File: config.mk
export PLATFORM = sky130hd
export DESIGN_NAME = br_resolve_unit_flat
export DESIGN_NICKNAME = d
export VERILOG_FILES = /design/src/rtl/br_resolve_unit_pkg.sv /design/src/rtl/br_resolve_unit_if.sv /design/src/rtl/br_resolve_unit_table.sv /design/src/rtl/br_resolve_unit.sv /design/src/flat_wrapper.sv
export SDC_FILE = /design/constraint.sdc
export NUM_CORES = 2
export LEC_CHECK = 0
export BUFFER_PORTS_ARGS = -buffer_cell sky130_fd_sc_hd__buf_2
export CAP_MARGIN = 40
export CORE_ASPECT_RATIO = 0.75
export CORE_MARGIN = 2
export CORE_UTILIZATION = 45
export DETAILED_ROUTE_END_ITERATION = 8
export GPL_TIMING_DRIVEN = 1
export HOLD_SLACK_MARGIN = 0.02
export MAX_ROUTING_LAYER = met4
export PLACE_DENSITY = 0.69
export SLEW_MARGIN = 10
export SYNTH_ARGS = -nofsm -noshare
export SYNTH_HDL_FRONTEND = slang
export SYNTH_SLANG_ARGS = --single-unit
File: constraint.sdc
create_clock -name clk -period 4.8 [get_ports clk]
set_clock_uncertainty 0.05 [all_clocks]
set_input_delay 0.48 -clock clk [delete_from_list [all_inputs] [get_ports clk]]
set_output_delay 0.48 -clock clk [all_outputs]
set_load 0.05 [all_outputs]
File: src/rtl/br_resolve_unit_pkg.sv
// Shared types and sizing for the branch resolve unit.
//   ROB_DEPTH / ROB_IDX_W : ROB size and id width
//   br_resolve_entry_t    : one resolved-branch record
//   br_recover_state_t    : commit-time recovery FSM states
package br_resolve_unit_pkg;

    localparam int ROB_DEPTH = 32;
    localparam int ROB_IDX_W = $clog2(ROB_DEPTH);

    typedef struct packed {
        logic        valid;
        logic        mispred;
        logic [31:0] target;
    } br_resolve_entry_t;

    typedef enum logic [1:0] {
        IDLE,
        FLUSH,
        WAIT_REDIR
    } br_recover_state_t;

endpackage

File: src/rtl/br_resolve_unit_if.sv
// Bundle of the branch CDB, ROB head, fetch redirect and statistics signals.
//   master : environment side (CDB producer, ROB, fetch)
//   slave  : br_resolve_unit
interface br_resolve_unit_if;
    import br_resolve_unit_pkg::*;

    logic                 br_cdb_valid;
    logic [ROB_IDX_W-1:0] br_cdb_rob_id;
    logic                 br_cdb_miss_predict;
    logic [31:0]          br_cdb_target_address;
    logic [ROB_IDX_W-1:0] rob_head_id;
    logic                 rob_head_is_br;
    logic                 rob_commit;
    logic                 head_br_resolved;
    logic                 commit_stall;
    logic                 flush;
    logic                 redirect_valid;
    logic [31:0]          redirect_pc;
    logic                 redirect_ready;
    logic [31:0]          br_commit_cnt;
    logic [31:0]          br_mispred_cnt;

    modport master (
        output br_cdb_valid, br_cdb_rob_id, br_cdb_miss_predict, br_cdb_target_address,
        output rob_head_id, rob_head_is_br, rob_commit, redirect_ready,
        input  head_br_resolved, commit_stall, flush, redirect_valid, redirect_pc,
        input  br_commit_cnt, br_mispred_cnt
    );

    modport slave (
        input  br_cdb_valid, br_cdb_rob_id, br_cdb_miss_predict, br_cdb_target_address,
        input  rob_head_id, rob_head_is_br, rob_commit, redirect_ready,
        output head_br_resolved, commit_stall, flush, redirect_valid, redirect_pc,
        output br_commit_cnt, br_mispred_cnt
    );

endinterface

File: src/rtl/br_resolve_unit_table.sv
// Per-ROB-entry resolved-branch table.
//   wr_*      : CDB capture
//   clr_*     : clear of the committing entry (wins over a same-entry write)
//   flush_all : clear every valid bit
//   rd_id     : lookup index; rd_entry includes a same-cycle CDB bypass
module br_resolve_unit_table
    import br_resolve_unit_pkg::*;
(
    input  logic                 clk,
    input  logic                 rst_n,
    input  logic                 wr_en,
    input  logic [ROB_IDX_W-1:0] wr_id,
    input  logic                 wr_mispred,
    input  logic [31:0]          wr_target,
    input  logic                 clr_en,
    input  logic [ROB_IDX_W-1:0] clr_id,
    input  logic                 flush_all,
    input  logic [ROB_IDX_W-1:0] rd_id,
    output br_resolve_entry_t    rd_entry
);

    br_resolve_entry_t entries [ROB_DEPTH];

    always_ff @(posedge clk or negedge rst_n) begin
        if (!rst_n) begin
            for (int i = 0; i < ROB_DEPTH; i++) begin
                entries[i] <= '0;
            end
        end else begin
            for (int i = 0; i < ROB_DEPTH; i++) begin
                if (flush_all) begin
                    entries[i].valid <= 1'b0;
                end else if (clr_en && clr_id == ROB_IDX_W'(i)) begin
                    entries[i].valid <= 1'b0;
                end else if (wr_en && wr_id == ROB_IDX_W'(i)) begin
                    entries[i] <= '{valid: 1'b1, mispred: wr_mispred, target: wr_target};
                end
            end
        end
    end

    always_comb begin
        rd_entry = entries[rd_id];
        if (wr_en && wr_id == rd_id) begin
            rd_entry = '{valid: 1'b1, mispred: wr_mispred, target: wr_target};
        end
    end

endmodule

File: src/rtl/br_resolve_unit.sv
// Branch resolve unit: captures branch CDB results, gates ROB commit of
// unresolved branches and runs commit-time mispredict recovery.
//   clk, rst_n : clock, async active-low reset
//   bus        : CDB / ROB head / fetch redirect / counters (slave side)
//
// state      | meaning
// IDLE       | normal operation, CDB captured, commits accepted
// FLUSH      | cycle after a mispredicted commit; flush pulse, redirect offered
// WAIT_REDIR | redirect held until fetch accepts it
module br_resolve_unit
    import br_resolve_unit_pkg::*;
(
    input  logic              clk,
    input  logic              rst_n,
    br_resolve_unit_if.slave  bus
);

    br_recover_state_t state, state_nxt;
    br_resolve_entry_t head_entry;
    logic              idle;
    logic              cdb_wr;
    logic              commit_fire;
    logic              mispred_commit;
    logic              flush_int;
    logic              redirect_valid_int;
    logic              commit_stall_int;
    logic [31:0]       redirect_pc_q;
    logic [31:0]       commit_cnt_q;
    logic [31:0]       mispred_cnt_q;

    assign idle           = (state == IDLE);
    assign cdb_wr         = bus.br_cdb_valid && idle;
    assign commit_fire    = bus.rob_commit && bus.rob_head_is_br && idle;
    assign mispred_commit = commit_fire && head_entry.valid && head_entry.mispred;

    br_resolve_unit_table u_table (
        .clk        (clk),
        .rst_n      (rst_n),
        .wr_en      (cdb_wr),
        .wr_id      (bus.br_cdb_rob_id),
        .wr_mispred (bus.br_cdb_miss_predict),
        .wr_target  (bus.br_cdb_target_address),
        .clr_en     (commit_fire),
        .clr_id     (bus.rob_head_id),
        .flush_all  (state == FLUSH),
        .rd_id      (bus.rob_head_id),
        .rd_entry   (head_entry)
    );

    always_ff @(posedge clk or negedge rst_n) begin
        if (!rst_n) begin
            state <= IDLE;
        end else begin
            state <= state_nxt;
        end
    end

    always_comb begin
        state_nxt          = state;
        flush_int          = 1'b0;
        redirect_valid_int = 1'b0;
        commit_stall_int   = 1'b0;
        case (state)
            IDLE: begin
                if (mispred_commit) state_nxt = FLUSH;
            end
            FLUSH: begin
                flush_int          = 1'b1;
                redirect_valid_int = 1'b1;
                commit_stall_int   = 1'b1;
                state_nxt          = bus.redirect_ready ? IDLE : WAIT_REDIR;
            end
            WAIT_REDIR: begin
                redirect_valid_int = 1'b1;
                commit_stall_int   = 1'b1;
                if (bus.redirect_ready) state_nxt = IDLE;
            end
            default: state_nxt = IDLE;
        endcase
    end

    always_ff @(posedge clk or negedge rst_n) begin
        if (!rst_n) begin
            redirect_pc_q <= '0;
            commit_cnt_q  <= '0;
            mispred_cnt_q <= '0;
        end else if (commit_fire) begin
            commit_cnt_q <= commit_cnt_q + 32'd1;
            if (mispred_commit) begin
                mispred_cnt_q <= mispred_cnt_q + 32'd1;
                redirect_pc_q <= head_entry.target;
            end
        end
    end

    // rst_n gates the bypass path so the output is low throughout reset
    assign bus.head_br_resolved = rst_n && bus.rob_head_is_br && head_entry.valid;
    assign bus.commit_stall     = commit_stall_int;
    assign bus.flush            = flush_int;
    assign bus.redirect_valid   = redirect_valid_int;
    assign bus.redirect_pc      = redirect_pc_q;
    assign bus.br_commit_cnt    = commit_cnt_q;
    assign bus.br_mispred_cnt   = mispred_cnt_q;

    a_commit_resolved: assert property (
        @(posedge clk) disable iff (!rst_n)
        (bus.rob_commit && bus.rob_head_is_br && idle) |-> bus.head_br_resolved
    );

endmodule

File: src/flat_wrapper.sv
// flat-port wrapper written by rule: the top's interface ports become plain ports
module br_resolve_unit_flat import br_resolve_unit_pkg::*;
  (clk, rst_n, bus_br_cdb_valid, bus_br_cdb_rob_id, bus_br_cdb_miss_predict, bus_br_cdb_target_address, bus_rob_head_id, bus_rob_head_is_br, bus_rob_commit, bus_redirect_ready, bus_head_br_resolved, bus_commit_stall, bus_flush, bus_redirect_valid, bus_redirect_pc, bus_br_commit_cnt, bus_br_mispred_cnt);
  br_resolve_unit_if bus_i ();
  input  logic clk;
  input  logic rst_n;
  input wire logic [$bits(bus_i.br_cdb_valid)-1:0] bus_br_cdb_valid;
  input wire logic [$bits(bus_i.br_cdb_rob_id)-1:0] bus_br_cdb_rob_id;
  input wire logic [$bits(bus_i.br_cdb_miss_predict)-1:0] bus_br_cdb_miss_predict;
  input wire logic [$bits(bus_i.br_cdb_target_address)-1:0] bus_br_cdb_target_address;
  input wire logic [$bits(bus_i.rob_head_id)-1:0] bus_rob_head_id;
  input wire logic [$bits(bus_i.rob_head_is_br)-1:0] bus_rob_head_is_br;
  input wire logic [$bits(bus_i.rob_commit)-1:0] bus_rob_commit;
  input wire logic [$bits(bus_i.redirect_ready)-1:0] bus_redirect_ready;
  output wire logic [$bits(bus_i.head_br_resolved)-1:0] bus_head_br_resolved;
  output wire logic [$bits(bus_i.commit_stall)-1:0] bus_commit_stall;
  output wire logic [$bits(bus_i.flush)-1:0] bus_flush;
  output wire logic [$bits(bus_i.redirect_valid)-1:0] bus_redirect_valid;
  output wire logic [$bits(bus_i.redirect_pc)-1:0] bus_redirect_pc;
  output wire logic [$bits(bus_i.br_commit_cnt)-1:0] bus_br_commit_cnt;
  output wire logic [$bits(bus_i.br_mispred_cnt)-1:0] bus_br_mispred_cnt;
  assign bus_i.br_cdb_valid = bus_br_cdb_valid;
  assign bus_i.br_cdb_rob_id = bus_br_cdb_rob_id;
  assign bus_i.br_cdb_miss_predict = bus_br_cdb_miss_predict;
  assign bus_i.br_cdb_target_address = bus_br_cdb_target_address;
  assign bus_i.rob_head_id = bus_rob_head_id;
  assign bus_i.rob_head_is_br = bus_rob_head_is_br;
  assign bus_i.rob_commit = bus_rob_commit;
  assign bus_i.redirect_ready = bus_redirect_ready;
  assign bus_head_br_resolved = bus_i.head_br_resolved;
  assign bus_commit_stall = bus_i.commit_stall;
  assign bus_flush = bus_i.flush;
  assign bus_redirect_valid = bus_i.redirect_valid;
  assign bus_redirect_pc = bus_i.redirect_pc;
  assign bus_br_commit_cnt = bus_i.br_commit_cnt;
  assign bus_br_mispred_cnt = bus_i.br_mispred_cnt;
  br_resolve_unit u_core (.clk(clk), .rst_n(rst_n), .bus(bus_i));
endmodule
# After elaboration in Yosys (flattened, before gate mapping)
# Index checks and enable logic that the tools add are counted.
# W data, S select, Z words.
# classes
addsub	2
order_cmp	1
n_eq_ne	67
n_mux	106
n_bitwise	34
n_reduce_logical	142
# ops
cell	count
$mux W34	35
$bmux W34 S5	1
$eq A5 B5 Y1 const B	32
$reduce_and A3 Y1	32
$reduce_bool A3 Y1	32
$eq A5 B4 Y1 const B	16
$logic_and A1 B1 Y1	72
$mux W1	66
$add A32 B1 Y32 const B	2
$eq A5 B3 Y1 const B	8
$not A1 Y1	33
$eq A5 B2 Y1 const B	4
$eq A5 B1 Y1 const B	2
$logic_not A5 Y1	2
$ge A6 B6 Y1 const B	1
$mux W2	3
$not A5 Y6	1
$pmux W2 S3	1
$eq A5 B5 Y1	1
$ne A2 B2 Y1 const B	2
$reduce_and A2 Y1	2
$eq A2 B1 Y1 const B	1
$eq A2 B2 Y1 const B	1
$logic_not A2 Y1	1
$reduce_or A2 Y1	1
# totals
register_bits	1186
in_bits	49
output_inout_bits	100

# Longest topological paths before layout
# logic_depth
ltp_word	9
ltp_mapped	11

# Modules after synthesis
# Synthesis repeated with hierarchy kept, for this count alone.
# unflattened
hier_cells	4034
hier_area_um2	54853.9
# modules_own_cells
mod	n_inst	cells_per_inst	area_per_inst_um2
br_resolve_unit_table	1	3692	50652.3
br_resolve_unit	1	342	4201.5

# Worst setup path after synthesis
# OpenSTA, ideal clock, no wires.
# synth_path
kind	input port to flip-flop
start	input port bus_rob_head_id[0]
end	register u_core.redirect_pc_q[3], in the netlist u_core.bus.redirect_pc[3]
arrival_time_ps	2643
required_ps	4615
setup_slack_ps	1972
path_stages	9
n_path_buf	3
path_cell_list	buf_2 -> buf_1 -> buf_2 -> mux4_2 -> mux4_2 -> mux2i_1 -> nand2_1 -> o21ai_0 -> o21ai_0
# synth_via
elab_chain_cells	8
# synth_lines
element	line_no	text
from (decl)	flat_wrapper.sv:11	input wire logic [$bits(bus_i.rob_head_id)-1:0] bus_rob_head_id;
$not A5 Y6 (not written as such)	br_resolve_unit_table.sv:43	rd_entry = entries[rd_id];
$bmux W34 S5	br_resolve_unit_table.sv:43	
$mux W34 (not written as such) (2 in series)	br_resolve_unit_table.sv:43	
$mux W34 (*)	br_resolve_unit_table.sv:44	if (wr_en && wr_id == rd_id) begin
$logic_and A1 B1 Y1 (2 in series)	br_resolve_unit.sv:34	assign mispred_commit = commit_fire && head_entry.valid && head_entry.mispred;
$reduce_and A2 Y1 (no line)	n/a	
to (signal assigned)	br_resolve_unit.sv:91	redirect_pc_q <= head_entry.target;
to (decl)	br_resolve_unit.sv:27	logic [31:0] redirect_pc_q;
# Every way passes the cells marked *; elsewhere a longest branch is shown, timed or not. The select of a mux whose other input is x is not followed.
# A chain may end at the register's enable or synchronous reset.

# Final worst setup path
# layout_path
start	register u_core.state[1]
end	register u_core.u_table.entries[824] (netlist name)
# layout_via
elab_chain_cells	5
# layout_lines
element	line_no	text
from (decl)	br_resolve_unit.sv:18	br_recover_state_t state, state_nxt;
from (signal assigned)	br_resolve_unit.sv:54	state <= state_nxt;
$logic_not A2 Y1	br_resolve_unit.sv:31	assign idle = (state == IDLE);
$logic_and A1 B1 Y1	br_resolve_unit.sv:33	assign commit_fire = bus.rob_commit && bus.rob_head_is_br && idle;
$logic_and A1 B1 Y1	br_resolve_unit_table.sv:33	end else if (clr_en && clr_id == ROB_IDX_W'(i)) begin
$not A1 Y1 (no line)	n/a	
$reduce_and A3 Y1 (no line) (*)	n/a	
to (signal, indexed assignment)	br_resolve_unit_table.sv:36	entries[i] <= '{valid: 1'b1, mispred: wr_mispred, target: wr_target};
to (decl)	br_resolve_unit_table.sv:22	br_resolve_entry_t entries [ROB_DEPTH];
# Every way passes the cells marked *; elsewhere a longest branch is shown, timed or not.

==> qor.log <==
qor: run_status.status complete, no violations
qor: synth.synth-main-ff-cell dfrtp_1
qor: floorplan.die_area 123000 µm²
qor: power_and_ir_drop.seq_power_share 0.483
qor: floorplan.die_x 404 µm
qor: setup_path.worstSetupPathType flip-flop to flip-flop
qor: detailed_routing.drt-vias-per-instance 5.99
qor: finish.final_cell_mix dfrtp_1 (1186), mux2_2 (1046), mux4_2 (327), buf_2 (143), nand2_1 (120)
qor: setup_path.worst_path_dominant_cell_family simple AND/OR/NAND/NOR gates
qor: grt.grt_max_degree 167
qor: synth.syn_nets 3545
qor: setup_path.crit_path_start_kind flip-flop
qor: power_and_ir_drop.leakage 28.7 nW
qor: power_and_ir_drop.maximum_vdd_ir_drop 0.000341 V
qor: cts.insertion_delay 0.72 ns
qor: finish.ff_latch_area 29700 µm²
qor: grt.initial_antenna_violation_count 8
qor: synth.number_of_enable_type_register_cells_in_the_synthesized_netlist 0
qor: floorplan.placementRows 110
qor: setup_path.critical_path.max_stage_delay 0.66 ns
qor: cts.cts-root-to-sink-buffers 3
qor: synth.synthCells 3490
qor: cts.clkSinkCount 1186
qor: floorplan.core_region_area 119000 µm²
qor: sta.timing.final.hold_violations 0
qor: place.place.gp.congestion 0.847
qor: detailed_routing.route.detailed.drc 0
qor: power_and_ir_drop.share_comb_of_total_power 0.199
qor: power_and_ir_drop.net_sw_frac 0.261
qor: finish.multi_input_area 23000 µm²
qor: floorplan.io_pins 149
qor: floorplan.initial_core_util 0.452
qor: sta.rsz0062_at_grt false
qor: setup_path.worst_ep_arrival_time 4.23 ns
qor: grt.grt_pass1_wl 206000 µm
qor: synth.ys.warnings.count 0
qor: flow_run.maxCapViolations 0
qor: finish.layout-drive-gt1-share 0.502
qor: synth.netlist-cell-type-count 50
qor: power_and_ir_drop.power.internal 21.5 mW
qor: power_and_ir_drop.clockPowerShare 0.318
qor: synth.ys_ff_latch 1186
qor: setup_path.worst_path_required 5.35 ns
qor: synth.avgSynthCellArea 15.5 µm²
qor: cts.cts_resized 0
qor: setup_path.crit_chain inv_1 > ha_1 > and3_1 > nand2_1 > or3_1 > o211ai_4 > buf_4 > mux2_2
qor: finish.num-fill-cells 9940
qor: grt.global_route.overflow_total 0
qor: sta.worstMarginPinSlew 0.988 ns
qor: sta.min_period_over_period 0.768
qor: setup_path.path_buf_inv 2
qor: place.post-place-cells 4974
qor: detailed_routing.drt-total-wl 134000 µm
qor: sta.slew_viol_final 0
qor: setup_path.critical_path.max_fanout 33
qor: cts.number_of_clock_buffers_inserted_by_tritoncts 116
qor: grt.grt_usage 0.228
qor: finish.finalNetCount 3580
qor: min_path.hp-class input pin to flip-flop
qor: sta.tns 0 ns
qor: sta.max_slew_margin 0.342
qor: sta.layout_min_cycle_time 3.69 ns
qor: cts.cts.htree.levels 3
qor: synth.mappedNetlistArea 54000 µm²
qor: sta.max_freq 271 MHz
qor: floorplan.die-height 304 µm
qor: power_and_ir_drop.power-per-cell-area 482 nW/µm²
qor: finish.layout_commonest_cell dfrtp_1
qor: cts.cts_tree built
qor: sta.finalSetupViolCount 0
qor: synth.async_reset_ff_frac 1.00
qor: place.port_buffers 148
qor: cts.path_clk_slew 0.06 ns
qor: finish.fin_cells 5185
qor: detailed_routing.routed-via-count 31.1k
qor: detailed_routing.route.antenna.remaining_nets 0
qor: place.dpl.hpwl 73700 µm
qor: setup_path.timing.critical_path.to_type flip-flop
qor: detailed_routing.initialDrtViolationCount 2683
qor: finish.area_delta_synth_final 11.6%
qor: detailed_routing.wire_per_inst 25.9 µm
qor: cts.clockRootBuffer clkbuf_16
qor: grt.grt_pass1_vias 31.7k
qor: detailed_routing.drt_pre_antenna_iters 5
qor: setup_path.cp_max_stage_cell buf_4
qor: synth.synth.yosys.seq_area_share 0.550
qor: power_and_ir_drop.power.switching 7.59 mW
-- final cells by class --
| cell class | count | area share |
|---|---|---|
| tap | 1568 | 0.0326 |
| sequential | 1186 | 0.492 |
| clock inverter | 36 | 0.00741 |
| timing repair buffer | 235 | 0.0280 |
| multi-input combinational | 1970 | 0.382 |
| inverter | 16 | 0.00108 |
| antenna | 2 | 0.0000830 |
| clock buffer | 172 | 0.0565 |
-- synth_stat cells, drive strengths merged (30+ instances only) --
master / instances / area [µm²]
nand2: 120 / 450
dfrtp: 1186 / 29700
mux2: 1060 / 11900
clkbuf: 158 / 593
nor2: 56 / 210
a21oi: 35 / 175
xnor2: 30 / 263
nor3: 46 / 230
buf: 160 / 790
mux4: 327 / 7360
xor2: 37 / 324
mux2i: 51 / 510
o21ai: 64 / 320
-- tightest hold or removal path: stages --
cell and delay [ns]:
buf_2 0.09, nor2b_1 0.04, a21oi_1 0.16, o21bai_1 0.09
-- repair_timing --
| item | in CTS | in global routing |
|---|---|---|
| buffers inserted | 0 | 0 |
| hold endpoints to repair | 91 | 0 |
| hold buffers | 1 | 0 |
-- logic make-up after synthesis --
logic type / share of synthesized area
adder cells (fa/ha/maj): 0.00139
AO/OA/AOI/OAI: 0.0176
AND/OR/NAND/NOR: 0.0271
buffers and inverters: 0.0267
flip-flops: 0.550
multiplexers: 0.367
XOR/XNOR: 0.0109
-- power by group through the flow --
stage | combinational (mW) | clock (mW) | sequential [mW]
after floorplan | 4.47 | 0 | 13.9
after global placement | 5.64 | 0 | 14.0
after detailed placement | 5.83 | 0 | 14.1
after CTS | 5.85 | 9.40 | 14.0
after global routing | 6.26 | 9.85 | 14.3
final | 5.79 | 9.23 | 14.0
-- worst paths after layout --
kind | start | to | slack (ns) | depth (start not counted)
min in group asynchronous | rst_n | u_core.u_table.entries[397] | 0.31 | 2
worst max register to register | u_core.state[1] | u_core.u_table.entries[824] | 1.11 | 8
worst min register to register | u_core.bus.br_mispred_cnt[31] | u_core.bus.br_mispred_cnt[31] | 0.41 | 1
max in group asynchronous | rst_n | u_core.u_table.entries[1004] | 2.95 | 3
worst min-delay path | bus_redirect_ready | u_core.state[1] | 0.14 | 4
worst max-delay path | u_core.state[1] | u_core.u_table.entries[824] | 1.11 | 8
-- registers in the layout, indices dropped and copies added (netlist names) --
name	cells
u_core.bus.br_mispred_cnt	32
u_core.u_table.entries	1088
u_core.bus.br_commit_cnt	32
u_core.state	2
u_core.bus.redirect_pc	32
-- metrics by stage --
stage | util | hold slack, ns | area (µm²) | power (mW) | worst slack, ns
final | 0.504 | 0.144 | 60300 | 29.0 | 1.11
after global routing | 0.504 | 0.122 | 60300 | 30.4 | 0.994
after CTS | 0.504 | 0.0852 | 60300 | 29.2 | 1.18
after detailed placement | 0.472 | 0.404 | 56400 | 20.0 | 1.02
after global placement | 0.472 | 0.403 | 56400 | 19.7 | 1.09
after floorplan | - | 0.134 | 54000 | 18.4 | 1.97
-- routing by layer --
layer,track usage,routed length (µm),vias up
met3,0.0431,8140,206
li1,-,-,13000
met2,0.329,60200,842
met1,0.340,63500,17000
met5,-,0,-
met4,0.0431,2540,0
Power figures use the tool's default switching activity.
